### src/rtl/cache_pkg.sv
// Shared cache types: controller state encoding and CPU request type.
package cache_pkg;

    typedef enum logic [1:0] {
        IDLE,
        COMPARE,
        WRITEBACK,
        FETCH
    } cache_ctrl_state_t;

    typedef enum logic {
        OP_READ,
        OP_WRITE
    } cache_op_t;

endpackage : cache_pkg

### src/rtl/cache_internal_if.sv
// Control bundle between the cache controller FSM and the cache datapath.
interface cache_internal_if;

    logic process_lru_counters;
    logic perform_write;
    logic set_selected_dirty_bit;
    logic clear_selected_dirty_bit;
    logic clear_selected_valid_bit;
    logic set_hmem_block_address;
    logic use_victim_tag_for_hmem_block_address;
    logic reset_counter;
    logic decrement_counter;
    logic miss_recovery_mode;
    logic finish_new_line_install;
    logic count_hit;
    logic count_miss;
    logic count_read;
    logic count_write;

    logic counter_done;
    logic valid_block_match;
    logic valid_dirty_bit;

    modport controller (
        output process_lru_counters,
        output perform_write,
        output set_selected_dirty_bit,
        output clear_selected_dirty_bit,
        output clear_selected_valid_bit,
        output set_hmem_block_address,
        output use_victim_tag_for_hmem_block_address,
        output reset_counter,
        output decrement_counter,
        output miss_recovery_mode,
        output finish_new_line_install,
        output count_hit,
        output count_miss,
        output count_read,
        output count_write,
        input  counter_done,
        input  valid_block_match,
        input  valid_dirty_bit
    );

    modport datapath (
        input  process_lru_counters,
        input  perform_write,
        input  set_selected_dirty_bit,
        input  clear_selected_dirty_bit,
        input  clear_selected_valid_bit,
        input  set_hmem_block_address,
        input  use_victim_tag_for_hmem_block_address,
        input  reset_counter,
        input  decrement_counter,
        input  miss_recovery_mode,
        input  finish_new_line_install,
        input  count_hit,
        input  count_miss,
        input  count_read,
        input  count_write,
        output counter_done,
        output valid_block_match,
        output valid_dirty_bit
    );

endinterface : cache_internal_if

### src/rtl/cache_controller.sv
// Cache control FSM: lookup, hit service, dirty-victim writeback and line fill,
// one CPU request at a time, word-by-word transfers to hmem.
module cache_controller
    import cache_pkg::*;
#(
    parameter int unsigned ENABLE_STATS = 1
) (
    input  logic                         clk,
    input  logic                         reset,
    cache_internal_if.controller         ctrl,
    input  logic                         req_valid,
    input  logic                         req_op,
    output logic                         req_ready,
    output logic                         req_done,
    output logic                         hmem_req_valid,
    output logic                         hmem_req_write,
    input  logic                         hmem_req_ack
);

    localparam bit STATS_ON = (ENABLE_STATS != 0);

    cache_ctrl_state_t state_q, state_d;
    cache_op_t         op_q, op_d;
    logic              replay_q, replay_d;

    // State register
    always_ff @(posedge clk) begin
        if (reset) begin
            state_q  <= IDLE;
            op_q     <= OP_READ;
            replay_q <= 1'b0;
        end else begin
            state_q  <= state_d;
            op_q     <= op_d;
            replay_q <= replay_d;
        end
    end

    // Next-state and control decode
    always_comb begin
        state_d  = state_q;
        op_d     = op_q;
        replay_d = replay_q;

        req_ready      = 1'b0;
        req_done       = 1'b0;
        hmem_req_valid = 1'b0;
        hmem_req_write = 1'b0;

        ctrl.process_lru_counters                  = 1'b0;
        ctrl.perform_write                         = 1'b0;
        ctrl.set_selected_dirty_bit                = 1'b0;
        ctrl.clear_selected_dirty_bit              = 1'b0;
        ctrl.clear_selected_valid_bit              = 1'b0;
        ctrl.set_hmem_block_address                = 1'b0;
        ctrl.use_victim_tag_for_hmem_block_address = 1'b0;
        ctrl.reset_counter                         = 1'b0;
        ctrl.decrement_counter                     = 1'b0;
        ctrl.miss_recovery_mode                    = 1'b0;
        ctrl.finish_new_line_install               = 1'b0;
        ctrl.count_hit                             = 1'b0;
        ctrl.count_miss                            = 1'b0;
        ctrl.count_read                            = 1'b0;
        ctrl.count_write                           = 1'b0;

        unique case (state_q)
            IDLE: begin
                req_ready = 1'b1;
                if (req_valid) begin
                    op_d     = cache_op_t'(req_op);
                    replay_d = 1'b0;
                    state_d  = COMPARE;
                end
            end

            COMPARE: begin
                // Replay lookups after a fill are not counted a second time
                if (STATS_ON && !replay_q) begin
                    ctrl.count_hit   = ctrl.valid_block_match;
                    ctrl.count_miss  = !ctrl.valid_block_match;
                    ctrl.count_read  = (op_q == OP_READ);
                    ctrl.count_write = (op_q == OP_WRITE);
                end
                if (ctrl.valid_block_match) begin
                    ctrl.process_lru_counters   = 1'b1;
                    req_done                    = 1'b1;
                    ctrl.perform_write          = (op_q == OP_WRITE);
                    ctrl.set_selected_dirty_bit = (op_q == OP_WRITE);
                    state_d                     = IDLE;
                end else if (ctrl.valid_dirty_bit) begin
                    ctrl.set_hmem_block_address                = 1'b1;
                    ctrl.use_victim_tag_for_hmem_block_address = 1'b1;
                    ctrl.reset_counter                         = 1'b1;
                    state_d                                    = WRITEBACK;
                end else begin
                    ctrl.set_hmem_block_address   = 1'b1;
                    ctrl.reset_counter            = 1'b1;
                    ctrl.clear_selected_valid_bit = 1'b1;
                    state_d                       = FETCH;
                end
            end

            WRITEBACK: begin
                ctrl.miss_recovery_mode = 1'b1;
                hmem_req_valid          = 1'b1;
                hmem_req_write          = 1'b1;
                if (hmem_req_ack) begin
                    ctrl.decrement_counter = 1'b1;
                    // Last victim word: retarget the address at the fill tag
                    if (ctrl.counter_done) begin
                        ctrl.clear_selected_dirty_bit = 1'b1;
                        ctrl.set_hmem_block_address   = 1'b1;
                        ctrl.reset_counter            = 1'b1;
                        ctrl.clear_selected_valid_bit = 1'b1;
                        state_d                       = FETCH;
                    end
                end
            end

            FETCH: begin
                ctrl.miss_recovery_mode = 1'b1;
                hmem_req_valid          = 1'b1;
                if (hmem_req_ack) begin
                    ctrl.decrement_counter = 1'b1;
                    if (ctrl.counter_done) begin
                        ctrl.finish_new_line_install = 1'b1;
                        replay_d                     = 1'b1;
                        state_d                      = COMPARE;
                    end
                end
            end

            default: state_d = IDLE;
        endcase
    end

endmodule : cache_controller

### src/flat_wrapper.sv
// flat-port wrapper written by rule: the top's interface ports become plain ports
module cache_controller_flat import cache_pkg::*;
#(
    parameter int unsigned ENABLE_STATS = 1
)
  (clk, reset, req_valid, req_op, req_ready, req_done, hmem_req_valid, hmem_req_write, hmem_req_ack, ctrl_process_lru_counters, ctrl_perform_write, ctrl_set_selected_dirty_bit, ctrl_clear_selected_dirty_bit, ctrl_clear_selected_valid_bit, ctrl_set_hmem_block_address, ctrl_use_victim_tag_for_hmem_block_address, ctrl_reset_counter, ctrl_decrement_counter, ctrl_miss_recovery_mode, ctrl_finish_new_line_install, ctrl_count_hit, ctrl_count_miss, ctrl_count_read, ctrl_count_write, ctrl_counter_done, ctrl_valid_block_match, ctrl_valid_dirty_bit);
  cache_internal_if ctrl_i ();
  input  logic clk;
  input  logic reset;
  input  logic req_valid;
  input  logic req_op;
  output logic req_ready;
  output logic req_done;
  output logic hmem_req_valid;
  output logic hmem_req_write;
  input  logic hmem_req_ack;
  output wire logic [$bits(ctrl_i.process_lru_counters)-1:0] ctrl_process_lru_counters;
  output wire logic [$bits(ctrl_i.perform_write)-1:0] ctrl_perform_write;
  output wire logic [$bits(ctrl_i.set_selected_dirty_bit)-1:0] ctrl_set_selected_dirty_bit;
  output wire logic [$bits(ctrl_i.clear_selected_dirty_bit)-1:0] ctrl_clear_selected_dirty_bit;
  output wire logic [$bits(ctrl_i.clear_selected_valid_bit)-1:0] ctrl_clear_selected_valid_bit;
  output wire logic [$bits(ctrl_i.set_hmem_block_address)-1:0] ctrl_set_hmem_block_address;
  output wire logic [$bits(ctrl_i.use_victim_tag_for_hmem_block_address)-1:0] ctrl_use_victim_tag_for_hmem_block_address;
  output wire logic [$bits(ctrl_i.reset_counter)-1:0] ctrl_reset_counter;
  output wire logic [$bits(ctrl_i.decrement_counter)-1:0] ctrl_decrement_counter;
  output wire logic [$bits(ctrl_i.miss_recovery_mode)-1:0] ctrl_miss_recovery_mode;
  output wire logic [$bits(ctrl_i.finish_new_line_install)-1:0] ctrl_finish_new_line_install;
  output wire logic [$bits(ctrl_i.count_hit)-1:0] ctrl_count_hit;
  output wire logic [$bits(ctrl_i.count_miss)-1:0] ctrl_count_miss;
  output wire logic [$bits(ctrl_i.count_read)-1:0] ctrl_count_read;
  output wire logic [$bits(ctrl_i.count_write)-1:0] ctrl_count_write;
  input wire logic [$bits(ctrl_i.counter_done)-1:0] ctrl_counter_done;
  input wire logic [$bits(ctrl_i.valid_block_match)-1:0] ctrl_valid_block_match;
  input wire logic [$bits(ctrl_i.valid_dirty_bit)-1:0] ctrl_valid_dirty_bit;
  assign ctrl_process_lru_counters = ctrl_i.process_lru_counters;
  assign ctrl_perform_write = ctrl_i.perform_write;
  assign ctrl_set_selected_dirty_bit = ctrl_i.set_selected_dirty_bit;
  assign ctrl_clear_selected_dirty_bit = ctrl_i.clear_selected_dirty_bit;
  assign ctrl_clear_selected_valid_bit = ctrl_i.clear_selected_valid_bit;
  assign ctrl_set_hmem_block_address = ctrl_i.set_hmem_block_address;
  assign ctrl_use_victim_tag_for_hmem_block_address = ctrl_i.use_victim_tag_for_hmem_block_address;
  assign ctrl_reset_counter = ctrl_i.reset_counter;
  assign ctrl_decrement_counter = ctrl_i.decrement_counter;
  assign ctrl_miss_recovery_mode = ctrl_i.miss_recovery_mode;
  assign ctrl_finish_new_line_install = ctrl_i.finish_new_line_install;
  assign ctrl_count_hit = ctrl_i.count_hit;
  assign ctrl_count_miss = ctrl_i.count_miss;
  assign ctrl_count_read = ctrl_i.count_read;
  assign ctrl_count_write = ctrl_i.count_write;
  assign ctrl_i.counter_done = ctrl_counter_done;
  assign ctrl_i.valid_block_match = ctrl_valid_block_match;
  assign ctrl_i.valid_dirty_bit = ctrl_valid_dirty_bit;
  cache_controller #(.ENABLE_STATS(ENABLE_STATS)) u_core (.clk(clk), .reset(reset), .ctrl(ctrl_i), .req_valid(req_valid), .req_op(req_op), .req_ready(req_ready), .req_done(req_done), .hmem_req_valid(hmem_req_valid), .hmem_req_write(hmem_req_write), .hmem_req_ack(hmem_req_ack));
endmodule
### config.mk
export PLATFORM = sky130hd
export DESIGN_NAME = cache_controller_flat
export DESIGN_NICKNAME = d
export VERILOG_FILES = /design/src/rtl/cache_pkg.sv /design/src/rtl/cache_internal_if.sv /design/src/rtl/cache_controller.sv /design/src/flat_wrapper.sv
export SDC_FILE = /design/constraint.sdc
export NUM_CORES = 1
export LEC_CHECK = 0
export CAP_MARGIN = 20
export CORE_UTILIZATION = 25
export DETAILED_ROUTE_END_ITERATION = 7
export PLACE_DENSITY = 0.66
export SLEW_MARGIN = 10
export SYNTH_ARGS = -nofsm -noshare
export SYNTH_HDL_FRONTEND = slang
export SYNTH_SLANG_ARGS = --single-unit
### constraint.sdc
create_clock -name clk -period 1.7 [get_ports clk]
set_input_delay 0.51 -clock clk [delete_from_list [all_inputs] [get_ports clk]]
set_output_delay 0.51 -clock clk [all_outputs]
set_load 0.02 [all_outputs]
==> summary.txt <==
STA
  • Final WS setup: -178 ps
  • Fin crit period: 1880 ps
  • Rel. slew slack: 0.856
  • Fmax: 533 MHz
  • Period utilization: 1.10
  • Fin. Hold Viols: 0
  • Setup TNS: -1650 ps
  • Setup Viol. Count Final: 15
  • Final Max Tran Viols: 0
  • RSZ-0062 raised after global routing: true
  • Slew @ Worst Pin: 215 ps
  • Clock skew: 1.32 ps

Power and ir drop
  • Power Total: 470 uW
  • Pwr dens: 542 mW/mm^2
  • Maximum vdd drop: 0.000390 V
  • LEAKAGE: 0.416 nW

Logic synthesis
  • Flop and latch count out of synthesis: 4
  • Commonest register cell after synthesis: dfxtp_1
  • Synth warn: 0
  • Synthesized area: 403 um^2
  • Post-Syn Nets: 63
  • Sequential share of the synthesized area: 0.199
  • Async S/R FF share, synth: 0
  • Gate Count Post-Synth: 50
  • Synth unique cells: 27
  • Mean Syn Cell Area: 8.06 um^2
  • Post-synth EDFFs: 0

Clock network
  • CTS tree: done
  • Post-CTS Hold Buffers: 0
  • CTS Buffer Depth: 2
  • H-tree Lvls: 1
  • Clock tree root driver cell: clkbuf_4
  • CTS Buf Count: 3
  • Clock Latency Late Sink: 230 ps
  • CTS Sinks: 4
  • CTS clock-pin slew for the worst setup and hold paths: 40 ps

Hold path
  • Hold Path Class: reg -> reg

Job
  • Max-Cap Viols: 0

Worst setup path
  • Crit path buffers/inverters: 2
  • Critical Path AT: 1370 ps
  • Critical path startpoint category: register
  • Crit end category: output pin
  • Slowest-stage cell, CP: dfxtp_4
  • CP Cell Sequence: inv_4 > ha_4 > and2b_2 > o21a_4 > buf_6
  • Family with the most delay on the worst path: flip-flops
  • Critical path fanouts, max: 5
  • CP max stage delay: 370 ps
  • Worst Path Required: 1190 ps
  • CP Class: reg -> out
  • Reg2reg setup slack: 160 ps

Die
  • Ports: 27
  • Initial Util: 0.267
  • Core Region: 0.00151 mm^2
  • Die Wd: 42.1 um
  • Die Height: 42.1 um
  • Num rows: 14
  • Die area: 0.00178 mm^2

Placement
  • Place WS: -800 ps
  • GPL Wtd Cong: 0.776
  • IO Port Bufs: 26
  • Placed inst area: 785 um^2
  • Post-DP HPWL: 932 um
  • Placed insts: 101

Finish
  • Final Non-Filler Cells: 108
  • Most common cell after layout, fill and taps aside: buf_4
  • Most frequent cells in the layout: buf_4, buf_6, a21oi_1
  • Synth-to-layout area growth: 115%
  • Number of diodes: 0
  • Proportion of layout cells with a drive suffix above 1: 0.620
  • FILL cells: 149
  • Fin area: 866 um^2
  • Final net count: 107

Route
  • Vias per cell: 4.66
  • Via count: 503
  • Drt pass-1 iters: 2
  • Total wire length: 1140 um
  • DR WL/cell: 10.6 um
  • Antenna-violating nets left: 0
  • Residual DRC: 0
  • Initial DRC count: 4

GRT
  • Initial antenna violation count: 0
  • Global-route wire length before repair: 1880 um
  • Number of global-route vias before repair: 466
  • Largest net degree at the start of global routing: 6
  • Gr ovfl total: 0
  • Gr usage total: 0.134

Run status
  • Violated checks: setup timing
  • Status: finished with violations
## registers in the layout, summed over array words and instances (netlist names)
register	cells
u_core.replay_q	1
u_core.state_q	2
u_core.op_q	1
## logic make-up (layout without fill, tap and decap cells)
kind of cell / Yosys count / after routing / synth area share
buf+inv: 8 / 50 / 0.112
simple gates: 21 / 21 / 0.317
fa+ha+maj: 5 / 5 / 0.155
compound gates: 12 / 12 / 0.217
flops: 4 / 4 / 0.199
## power by group
| group | leakage (nW) | switching (mW) | internal [mW] | total, mW |
|---|---|---|---|---|
| logic | 0.368 | 0.116 | 0.126 | 0.242 |
| registers | 0.0340 | 0.0115 | 0.102 | 0.113 |
| clock network | 0.0138 | 0.0354 | 0.0787 | 0.114 |
## final timing paths
kind | from | endpoint | depth (start not counted)
setup / recovery | u_core.state_q[1]$_SDFFE_PP0P_ | ctrl_set_hmem_block_address | 5
hold / removal | u_core.op_q$_SDFFE_PP0P_ | u_core.op_q$_SDFFE_PP0P_ | 2
hold reg to reg | u_core.op_q$_SDFFE_PP0P_ | u_core.op_q$_SDFFE_PP0P_ | 2
setup reg to reg | u_core.state_q[1]$_SDFFE_PP0P_ | u_core.state_q[1]$_SDFFE_PP0P_ | 8
## synth_stat cells, drive strengths merged (2+ instances only)
cell,n,area share
a21oi,4,0.050
and2,3,0.050
and3,3,0.050
buf,4,0.075
dfxtp,4,0.20
ha,5,0.16
inv,4,0.037
nand2,2,0.019
nor2,4,0.037
nor3b,2,0.050
o21a,2,0.037
## worst reg2reg max path: stages (launching register included)
cell and delay (ps):
dfxtp_4 370, inv_4 40, ha_4 160, and2b_2 210
buf_4 130, buf_4 120, buf_4 120, o2111ai_1 170
a21oi_1 90
## per-stage QoR
| step | utilization | hold slack [ps] |
|---|---|---|
| 5_1_grt | 0.575 | 506 |
| 3_5_place_dp | 0.521 | 479 |
| 6_report | 0.575 | 479 |
| 4_1_cts | 0.553 | 484 |
| 3_3_place_gp | 0.521 | 474 |
| 2_1_floorplan | - | 452 |
## timing repair
action,in CTS,in global routing
gates resized for setup,114,8
setup buffers,2,2
setup endpoints to repair,19,18
pin swaps,4,1
endpoints found under the hold margin,0,0
## metal layers
layer  track usage  share of wire  vias to the layer above
met5             0              0                        -
met4        0.0188              0                        0
met3        0.0474          0.074                        0
met2         0.269           0.54                       18
met1         0.134           0.39                      228
li1              -              -                      257
## layout make-up
type                       count  area, um^2  area share
multi-input combinational     38         325       0.376
clock buffer                   3        22.5      0.0260
inverter                       4        20.0      0.0231
timing repair buffer          43         390       0.451
sequential                     4        87.6       0.101
tap                           16        20.0      0.0231
No activity file was read; power rests on OpenSTA's default activity.
